--- config.mk ---
export PLATFORM = sky130hd
export DESIGN_NAME = hfrv_console_tap
export DESIGN_NICKNAME = d
export VERILOG_FILES = /design/src/rtl/hfrv_tap_pkg.sv /design/src/rtl/hfrv_tap_fifo.sv /design/src/rtl/hfrv_console_tap.sv
export SDC_FILE = /design/constraint.sdc
export NUM_CORES = 1
export LEC_CHECK = 0
export CAP_MARGIN = 0
export CORE_MARGIN = 2
export CORE_UTILIZATION = 32
export DETAILED_ROUTE_END_ITERATION = 16
export SYNTH_ARGS = -nofsm -noshare
export SYNTH_HDL_FRONTEND = slang
export SYNTH_HIERARCHICAL = 1
export SYNTH_SLANG_ARGS = --single-unit
--- constraint.sdc ---
create_clock -name clk -period 3.6 [get_ports clk]
set_input_delay 0.54 -clock clk [delete_from_list [all_inputs] [get_ports clk]]
set_output_delay 0.54 -clock clk [all_outputs]
set_load 0.005 [all_outputs]
--- src/rtl/hfrv_tap_pkg.sv ---
// Shared constants and types for the hfrv console tap: register offsets and
// the arbiter state encoding.
package hfrv_tap_pkg;

  localparam int unsigned CH_STRIDE = 4;
  localparam logic [31:0] CTRL_OFS  = 32'h0000_0100;
  localparam logic [31:0] EXIT_OFS  = 32'h0000_0104;

  typedef enum logic {
    ARB_IDLE  = 1'b0,
    ARB_GRANT = 1'b1
  } arb_state_t;

  // Word-granular address compare; byte-lane bits are ignored.
  function automatic logic word_match(input logic [31:0] addr, input logic [31:0] ref_addr);
    return addr[31:2] == ref_addr[31:2];
  endfunction

endpackage

--- src/rtl/hfrv_tap_fifo.sv ---
// First-word-fall-through byte FIFO for one console channel. A push into a full
// FIFO is accepted when a pop happens in the same cycle.
module hfrv_tap_fifo #(
  parameter int unsigned DEPTH = 16
) (
  input  logic       clk,
  input  logic       rst,
  input  logic       push,
  input  logic [7:0] din,
  input  logic       pop,
  output logic [7:0] dout,
  output logic       full,
  output logic       empty,
  output logic       last
);

  localparam int unsigned AW = $clog2(DEPTH);

  logic [AW:0] wr_ptr_r;
  logic [AW:0] rd_ptr_r;
  logic [AW:0] used_s;
  logic [7:0]  mem_r [DEPTH];
  logic        wr_en_s;
  logic        rd_en_s;

  // Status flags, enables and the fall-through head byte.
  always_comb begin
    empty   = (wr_ptr_r == rd_ptr_r);
    full    = (wr_ptr_r[AW] != rd_ptr_r[AW]) && (wr_ptr_r[AW-1:0] == rd_ptr_r[AW-1:0]);
    used_s  = wr_ptr_r - rd_ptr_r;
    last    = (used_s == (AW+1)'(1));
    rd_en_s = pop & ~empty;
    wr_en_s = push & (~full | rd_en_s);
    dout    = mem_r[rd_ptr_r[AW-1:0]];
  end

  // Read and write pointers, wrapping naturally with an extra lap bit.
  always_ff @(posedge clk or posedge rst) begin
    if (rst) begin
      wr_ptr_r <= {(AW+1){1'b0}};
      rd_ptr_r <= {(AW+1){1'b0}};
    end else begin
      if (wr_en_s) begin
        wr_ptr_r <= wr_ptr_r + (AW+1)'(1);
      end
      if (rd_en_s) begin
        rd_ptr_r <= rd_ptr_r + (AW+1)'(1);
      end
    end
  end

  // Storage array; contents need no reset because the pointers gate visibility.
  always_ff @(posedge clk) begin
    if (wr_en_s) begin
      mem_r[wr_ptr_r[AW-1:0]] <= din;
    end
  end

endmodule

--- src/rtl/hfrv_console_tap.sv ---
// Snoops CPU data-bus writes into per-channel console FIFOs, drains them as one
// channel-tagged byte stream under a round-robin arbiter, and latches an exit code.
module hfrv_console_tap
  import hfrv_tap_pkg::*;
#(
  parameter int unsigned N_CH      = 4,
  parameter int unsigned DEPTH     = 16,
  parameter logic [31:0] BASE_ADDR = 32'hF000_0000,
  parameter logic [31:0] CTRL_ADDR = BASE_ADDR + CTRL_OFS,
  parameter logic [31:0] EXIT_ADDR = BASE_ADDR + EXIT_OFS,
  localparam int unsigned CH_W     = (N_CH > 1) ? $clog2(N_CH) : 1
) (
  input  logic            clk,
  input  logic            rst,
  input  logic            bus_valid,
  input  logic [31:0]     bus_addr,
  input  logic [31:0]     bus_wdata,
  input  logic [3:0]      bus_wstrb,
  output logic            out_valid,
  input  logic            out_ready,
  output logic [CH_W-1:0] out_ch,
  output logic [7:0]      out_data,
  output logic [N_CH-1:0] ovf,
  output logic            exit_valid,
  output logic [31:0]     exit_code
);

  logic            wr_s;
  logic [31:0]     ch_ofs_s;
  logic            ch_hit_s;
  logic [CH_W-1:0] ch_sel_s;
  logic            ctrl_clr_s;
  logic            exit_hit_s;
  logic            xfer_s;

  logic [N_CH-1:0] push_s;
  logic [N_CH-1:0] pop_s;
  logic [N_CH-1:0] full_s;
  logic [N_CH-1:0] empty_s;
  logic [N_CH-1:0] last_s;
  logic [N_CH-1:0] ovf_set_s;
  logic [N_CH-1:0] nonempty_nxt_s;
  logic [7:0]      dout_s [N_CH];

  arb_state_t      state_r;
  arb_state_t      state_nxt_s;
  logic [CH_W-1:0] locked_r;
  logic [CH_W-1:0] locked_nxt_s;
  logic [CH_W-1:0] rr_ptr_r;
  logic [CH_W-1:0] rr_ptr_nxt_s;
  logic [CH_W-1:0] base_s;
  logic [CH_W-1:0] pick_s;
  logic [CH_W:0]   sum_s;
  logic            found_s;

  logic [N_CH-1:0] ovf_r;
  logic            exit_valid_r;
  logic [31:0]     exit_code_r;

  // Bus decode and per-channel push/pop/overflow qualification.
  always_comb begin
    wr_s       = bus_valid & (|bus_wstrb);
    ch_ofs_s   = {bus_addr[31:2], 2'b00} - {BASE_ADDR[31:2], 2'b00};
    ch_hit_s   = wr_s && (ch_ofs_s < 32'(N_CH * CH_STRIDE));
    ch_sel_s   = ch_ofs_s[CH_W+1:2];
    ctrl_clr_s = wr_s && word_match(bus_addr, CTRL_ADDR) && bus_wdata[0];
    exit_hit_s = wr_s && word_match(bus_addr, EXIT_ADDR);
    xfer_s     = (state_r == ARB_GRANT) && out_ready;
    for (int i = 0; i < N_CH; i++) begin
      push_s[i]    = ch_hit_s && (ch_sel_s == CH_W'(i));
      pop_s[i]     = xfer_s && (locked_r == CH_W'(i));
      ovf_set_s[i] = push_s[i] & full_s[i] & ~pop_s[i];
      // Occupancy after this edge, so a fresh push can be granted immediately.
      nonempty_nxt_s[i] = (push_s[i] & (~full_s[i] | pop_s[i]))
                        | (~empty_s[i] & ~(pop_s[i] & last_s[i]));
    end
  end

  for (genvar g = 0; g < N_CH; g++) begin : g_fifo
    hfrv_tap_fifo #(.DEPTH(DEPTH)) u_fifo (
      .clk   (clk),
      .rst   (rst),
      .push  (push_s[g]),
      .din   (bus_wdata[7:0]),
      .pop   (pop_s[g]),
      .dout  (dout_s[g]),
      .full  (full_s[g]),
      .empty (empty_s[g]),
      .last  (last_s[g])
    );
  end

  // Sticky overflow flags and the write-once exit code.
  always_ff @(posedge clk or posedge rst) begin
    if (rst) begin
      ovf_r        <= {N_CH{1'b0}};
      exit_valid_r <= 1'b0;
      exit_code_r  <= 32'h0000_0000;
    end else begin
      ovf_r <= (ctrl_clr_s ? {N_CH{1'b0}} : ovf_r) | ovf_set_s;
      if (exit_hit_s && !exit_valid_r) begin
        exit_valid_r <= 1'b1;
        exit_code_r  <= bus_wdata;
      end
    end
  end

  // Arbiter state register.
  always_ff @(posedge clk or posedge rst) begin
    if (rst) begin
      state_r  <= ARB_IDLE;
      locked_r <= {CH_W{1'b0}};
      rr_ptr_r <= {CH_W{1'b0}};
    end else begin
      state_r  <= state_nxt_s;
      locked_r <= locked_nxt_s;
      rr_ptr_r <= rr_ptr_nxt_s;
    end
  end

  // Arbiter next state: round-robin search over post-edge occupancy.
  always_comb begin
    state_nxt_s  = state_r;
    locked_nxt_s = locked_r;
    rr_ptr_nxt_s = rr_ptr_r;
    if (xfer_s) begin
      rr_ptr_nxt_s = (locked_r == CH_W'(N_CH - 1)) ? {CH_W{1'b0}} : locked_r + CH_W'(1);
    end else begin
      rr_ptr_nxt_s = rr_ptr_r;
    end
    base_s  = rr_ptr_nxt_s;
    found_s = 1'b0;
    pick_s  = {CH_W{1'b0}};
    sum_s   = {(CH_W+1){1'b0}};
    for (int k = 0; k < N_CH; k++) begin
      sum_s = {1'b0, base_s} + (CH_W+1)'(k);
      if (sum_s >= (CH_W+1)'(N_CH)) begin
        sum_s = sum_s - (CH_W+1)'(N_CH);
      end else begin
        sum_s = sum_s;
      end
      if (!found_s && nonempty_nxt_s[sum_s[CH_W-1:0]]) begin
        found_s = 1'b1;
        pick_s  = sum_s[CH_W-1:0];
      end else begin
        found_s = found_s;
      end
    end
    case (state_r)
      ARB_IDLE: begin
        if (found_s) begin
          state_nxt_s  = ARB_GRANT;
          locked_nxt_s = pick_s;
        end else begin
          state_nxt_s  = ARB_IDLE;
        end
      end
      ARB_GRANT: begin
        if (xfer_s && found_s) begin
          locked_nxt_s = pick_s;
        end else if (xfer_s) begin
          state_nxt_s  = ARB_IDLE;
        end else begin
          state_nxt_s  = ARB_GRANT;
        end
      end
      default: begin
        state_nxt_s = ARB_IDLE;
      end
    endcase
  end

  // Output decode: the locked FIFO head is presented only while granted.
  always_comb begin
    out_valid  = (state_r == ARB_GRANT);
    out_ch     = locked_r;
    if (state_r == ARB_GRANT) begin
      out_data = dout_s[locked_r];
    end else begin
      out_data = 8'h00;
    end
    ovf        = ovf_r;
    exit_valid = exit_valid_r;
    exit_code  = exit_code_r;
  end

endmodule
==> summary.txt <==
Run status
  • Outcome: finished with violations
  • Violated checks: setup timing

Global route
  • Vias in the first global route: 14,126
  • Pin count of the biggest net entering global routing: 59
  • Number of antenna violations at the first check in global routing: 7
  • Grt ovf: 0
  • Aggregate global-route resource usage: between 10% and 20%
  • First-pass GRT wire length: 89,270 um

Finish
  • Proportion of layout cells with a drive suffix above 1: 24.88%
  • Count of antenna diodes in the layout: 0
  • Highest-count cells in the layout ignoring fill and taps: 512 x edfxtp_1, 119 x buf_4, 101 x clkdlybuf4s50_1
  • Most common cell after layout, fill and taps aside: edfxtp_1
  • Final Instance Area: 0.03057 mm2
  • Signed area change from the synthesized netlist to the final layout: 21.62%
  • Final layout net count: 1,772
  • Post-route insts no fill: 2,744

Worst setup path
  • Worst path arrival time: 3.10 ns
  • Sort of element at the end of the critical path: output pin
  • Kind of critical path: reg -> out
  • Sort of element at the start of the critical path: flop
  • Critical path fanouts, max: 5
  • WP data required: 3.06 ns

CTS
  • TritonCTS buffer count: 59
  • Clock transition at the registers of the reported paths: 0.06 ns
  • Deepest level of the CTS H-tree: 2
  • Buffer levels on the longest clock path: 3
  • Clock latency on the worst-skew pair: 0.62 ns
  • Clock net sink count: 594
  • Hold buffers post-CTS: 0
  • Clock tree from TritonCTS: built
  • Master cell of the clock root buffer: clkbuf_16

Detailed routing
  • Aggregate routed wire length: 59,670 um
  • Count of unresolved DRC violations after routing: 0
  • Via count of the routed design: 13,692
  • Average wire length per cell after detail routing: around 22 um
  • DRT iter0 DRCs: 1,195
  • Post-route antenna net violation count: 0
  • Pre-Repair DR Iteration Count: 7
  • Vias per inst: 4.990

STA
  • Total negative slack: -0.08935 ns
  • Tightest Pin Transition: 1.211 ns
  • Final Hold Viols: 0
  • Setup repair after global routing missed its margin: yes
  • Rel. slew slack: between 10% and 20%
  • Final slew viol count: 0
  • PnR worst setup slack: -0.03943 ns
  • F_max: 274.8 MHz
  • Final critical-path share of the clock period: 101.1%
  • Period minus WS final: 3.639 ns
  • Setup-failing EPs final: 3
  • Clock skew after layout: about 0.018 ns

Place
  • Routability-driven placement congestion ratio: roughly 0.84
  • Placement-stage cell area: 0.02826 mm2
  • Port Buffers: 117
  • Detail Placement HPWL: 38,610 um
  • Inst Count DP: ~2,600

Floorplan
  • Total die area: ~0.081 mm2
  • Rows: approximately 100
  • Die Span Y: 284.3 um
  • Starting density of the core: 32.39%
  • Horiz. Die Dim: 284.3 um
  • Core Footprint: between 0.07 and 0.08 mm2
  • Number of top-level pins: 120

Pwr
  • LEAKAGE: 0.01073 uW
  • Cell Pwr Density: between 600 and 700 mW/mm2
  • Worst vdd ir: 0.5423 mV

Synth
  • Cell accounting for the most synthesized area: edfxtp_1
  • Syn_area_per_cell: 18.07 um2
  • Post-synthesis register bit count: approximately 600
  • Unique masters post-synth: 57
  • Most used flip-flop cell after synthesis: edfxtp_1
  • Share of synthesized area occupied by flip-flops and latches: 69.33%
  • EDFF count, synth: just over 500
  • Post-synth design cell area: 0.02514 mm2
  • Warning count from the yosys run: 6
  • FFs w/ async S/R, synth: ~14%
  • Synthesized instance count: 1,391
  • Net Count, Synth: 1,507
  • Area fraction of the dominant cell type after synthesis: 61.16%
  • Synth area leaders: edfxtp_1 61%, dfrtp_1 8.2%, mux4_1 6.7%, mux2i_1 3.9%, mux4_2 3.6%

Worst hold path
  • Hold Crit Class: in -> reg

Flow run
  • Max capacitance violation total: 0
-- where the power goes --
group          internal [uW]  switching [uW]
registers               7610             174
logic                   3220            3530
clock network           3310            2580
-- worst max-delay path: stages (launching register included) --
cell,delay (ns)
dfrtp_2,0.43
buf_12,0.14
buf_8,0.11
buf_4,0.11
mux4_2,0.55
a32oi_4,0.23
o21ai_2,0.13
mux4_2,0.50
and2_4,0.18
buf_6,0.10
-- cell families after synthesis --
group           after synthesis  share of synthesized area (%)
compound gates              152                          4.271
xor+xnor                     40                          1.394
fa+ha+maj                    44                          2.310
buf+inv                     101                          2.165
flops                       594                          69.33
mux                         235                          15.65
simple gates                225                          4.878
-- routing by layer --
layer / global-route usage (%) / vias to the layer above / share of wire, % / wire (um)
met3: 3.186 / 109 / 5.4 / 3234
li1: - / 6139 / - / -
met1: 19.49 / 7106 / 43 / 25840
met4: 4.592 / 8 / 2.8 / 1665
met5: 0 / - / 0.084 / 50
met2: 23.85 / 330 / 48 / 28890
-- synthesized netlist by cell type (8+ instances only) --
library cell,instances
mux2_2,33
nor2b_1,10
clkbuf_1,30
o21ai_0,18
nand3_1,10
dfrtp_1,82
buf_8,8
mux4_1,64
xor2_1,8
nand2_1,39
o21a_1,10
mux2i_1,98
buf_2,8
mux4_2,40
nor2_1,55
xnor2_1,32
and2_1,16
ha_1,40
edfxtp_1,512
nand2b_1,10
o21ai_1,32
a22oi_1,32
a32oi_1,32
nor4_1,9
nor3_1,18
or3_1,8
nand4_1,20
inv_1,35
-- cell type report --
cell class / instances / area [um2]
fillers: 7119 / 47020
flip-flops and latches: 594 / 17440
multi-input cells: 696 / 7346
repair buffers: 266 / 2511
clock buffers: 72 / 1535
well taps: 1040 / 1301
clock inverters: 37 / 295.3
inverters: 39 / 146.4
-- final timing paths --
check	startpoint	endpoint	slack (ns)	cells past startpoint
hold / removal	bus_wdata[5]	g_fifo[3].u_fifo/mem_r[4][5]$_DFFE_PP_	0.33	1
setup / recovery	g_fifo[2].u_fifo/rd_ptr_r[0]$_DFFE_PP0P_	out_data[6]	-0.04	9
min in group asynchronous	rst	g_fifo[0].u_fifo/wr_ptr_r[4]$_DFFE_PP0P_	0.76	2
hold reg to reg	ovf[1]$_DFF_PP0_	ovf[1]$_DFF_PP0_	0.47	2
setup reg to reg	g_fifo[2].u_fifo/rd_ptr_r[3]$_DFFE_PP0P_	out_ch[1]$_DFFE_PP0P_	0.22	9
max in group asynchronous	rst	exit_code[10]$_DFFE_PP0P_	2.32	3
-- through the flow --
step	setup WS, ns	power [uW]	util (%)	hold slack [ns]
global route	-0.1396	21290	39.40	0.3112
CTS	-0.1174	20630	39.44	0.3050
detailed placement	-0.1507	13820	36.42	0.4636
floorplan	0.1898	11740	-	0.3802
global placement	-0.1736	13740	36.42	0.4639
finish	-0.03943	20430	39.40	0.3303
-- sequential cells by signal, indices dropped and copies added, names as in the netlist --
name / flops
rr_ptr_r: 2
exit_code: 32
out_valid: 1
exit_valid: 1
ovf: 4
g_fifo.u_fifo/mem_r: 512
out_ch: 2
g_fifo.u_fifo/rd_ptr_r: 20
g_fifo.u_fifo/wr_ptr_r: 20
-- what timing repair did --
| item | CTS | global route |
|---|---|---|
| gates resized for setup | 120 | 19 |
| endpoints found under the setup margin | 8 | 11 |
| setup buffers | 27 | 2 |
| gates cloned | 4 | 0 |
| pin swaps | 14 | 11 |
(Power assumes the default switching activity.)
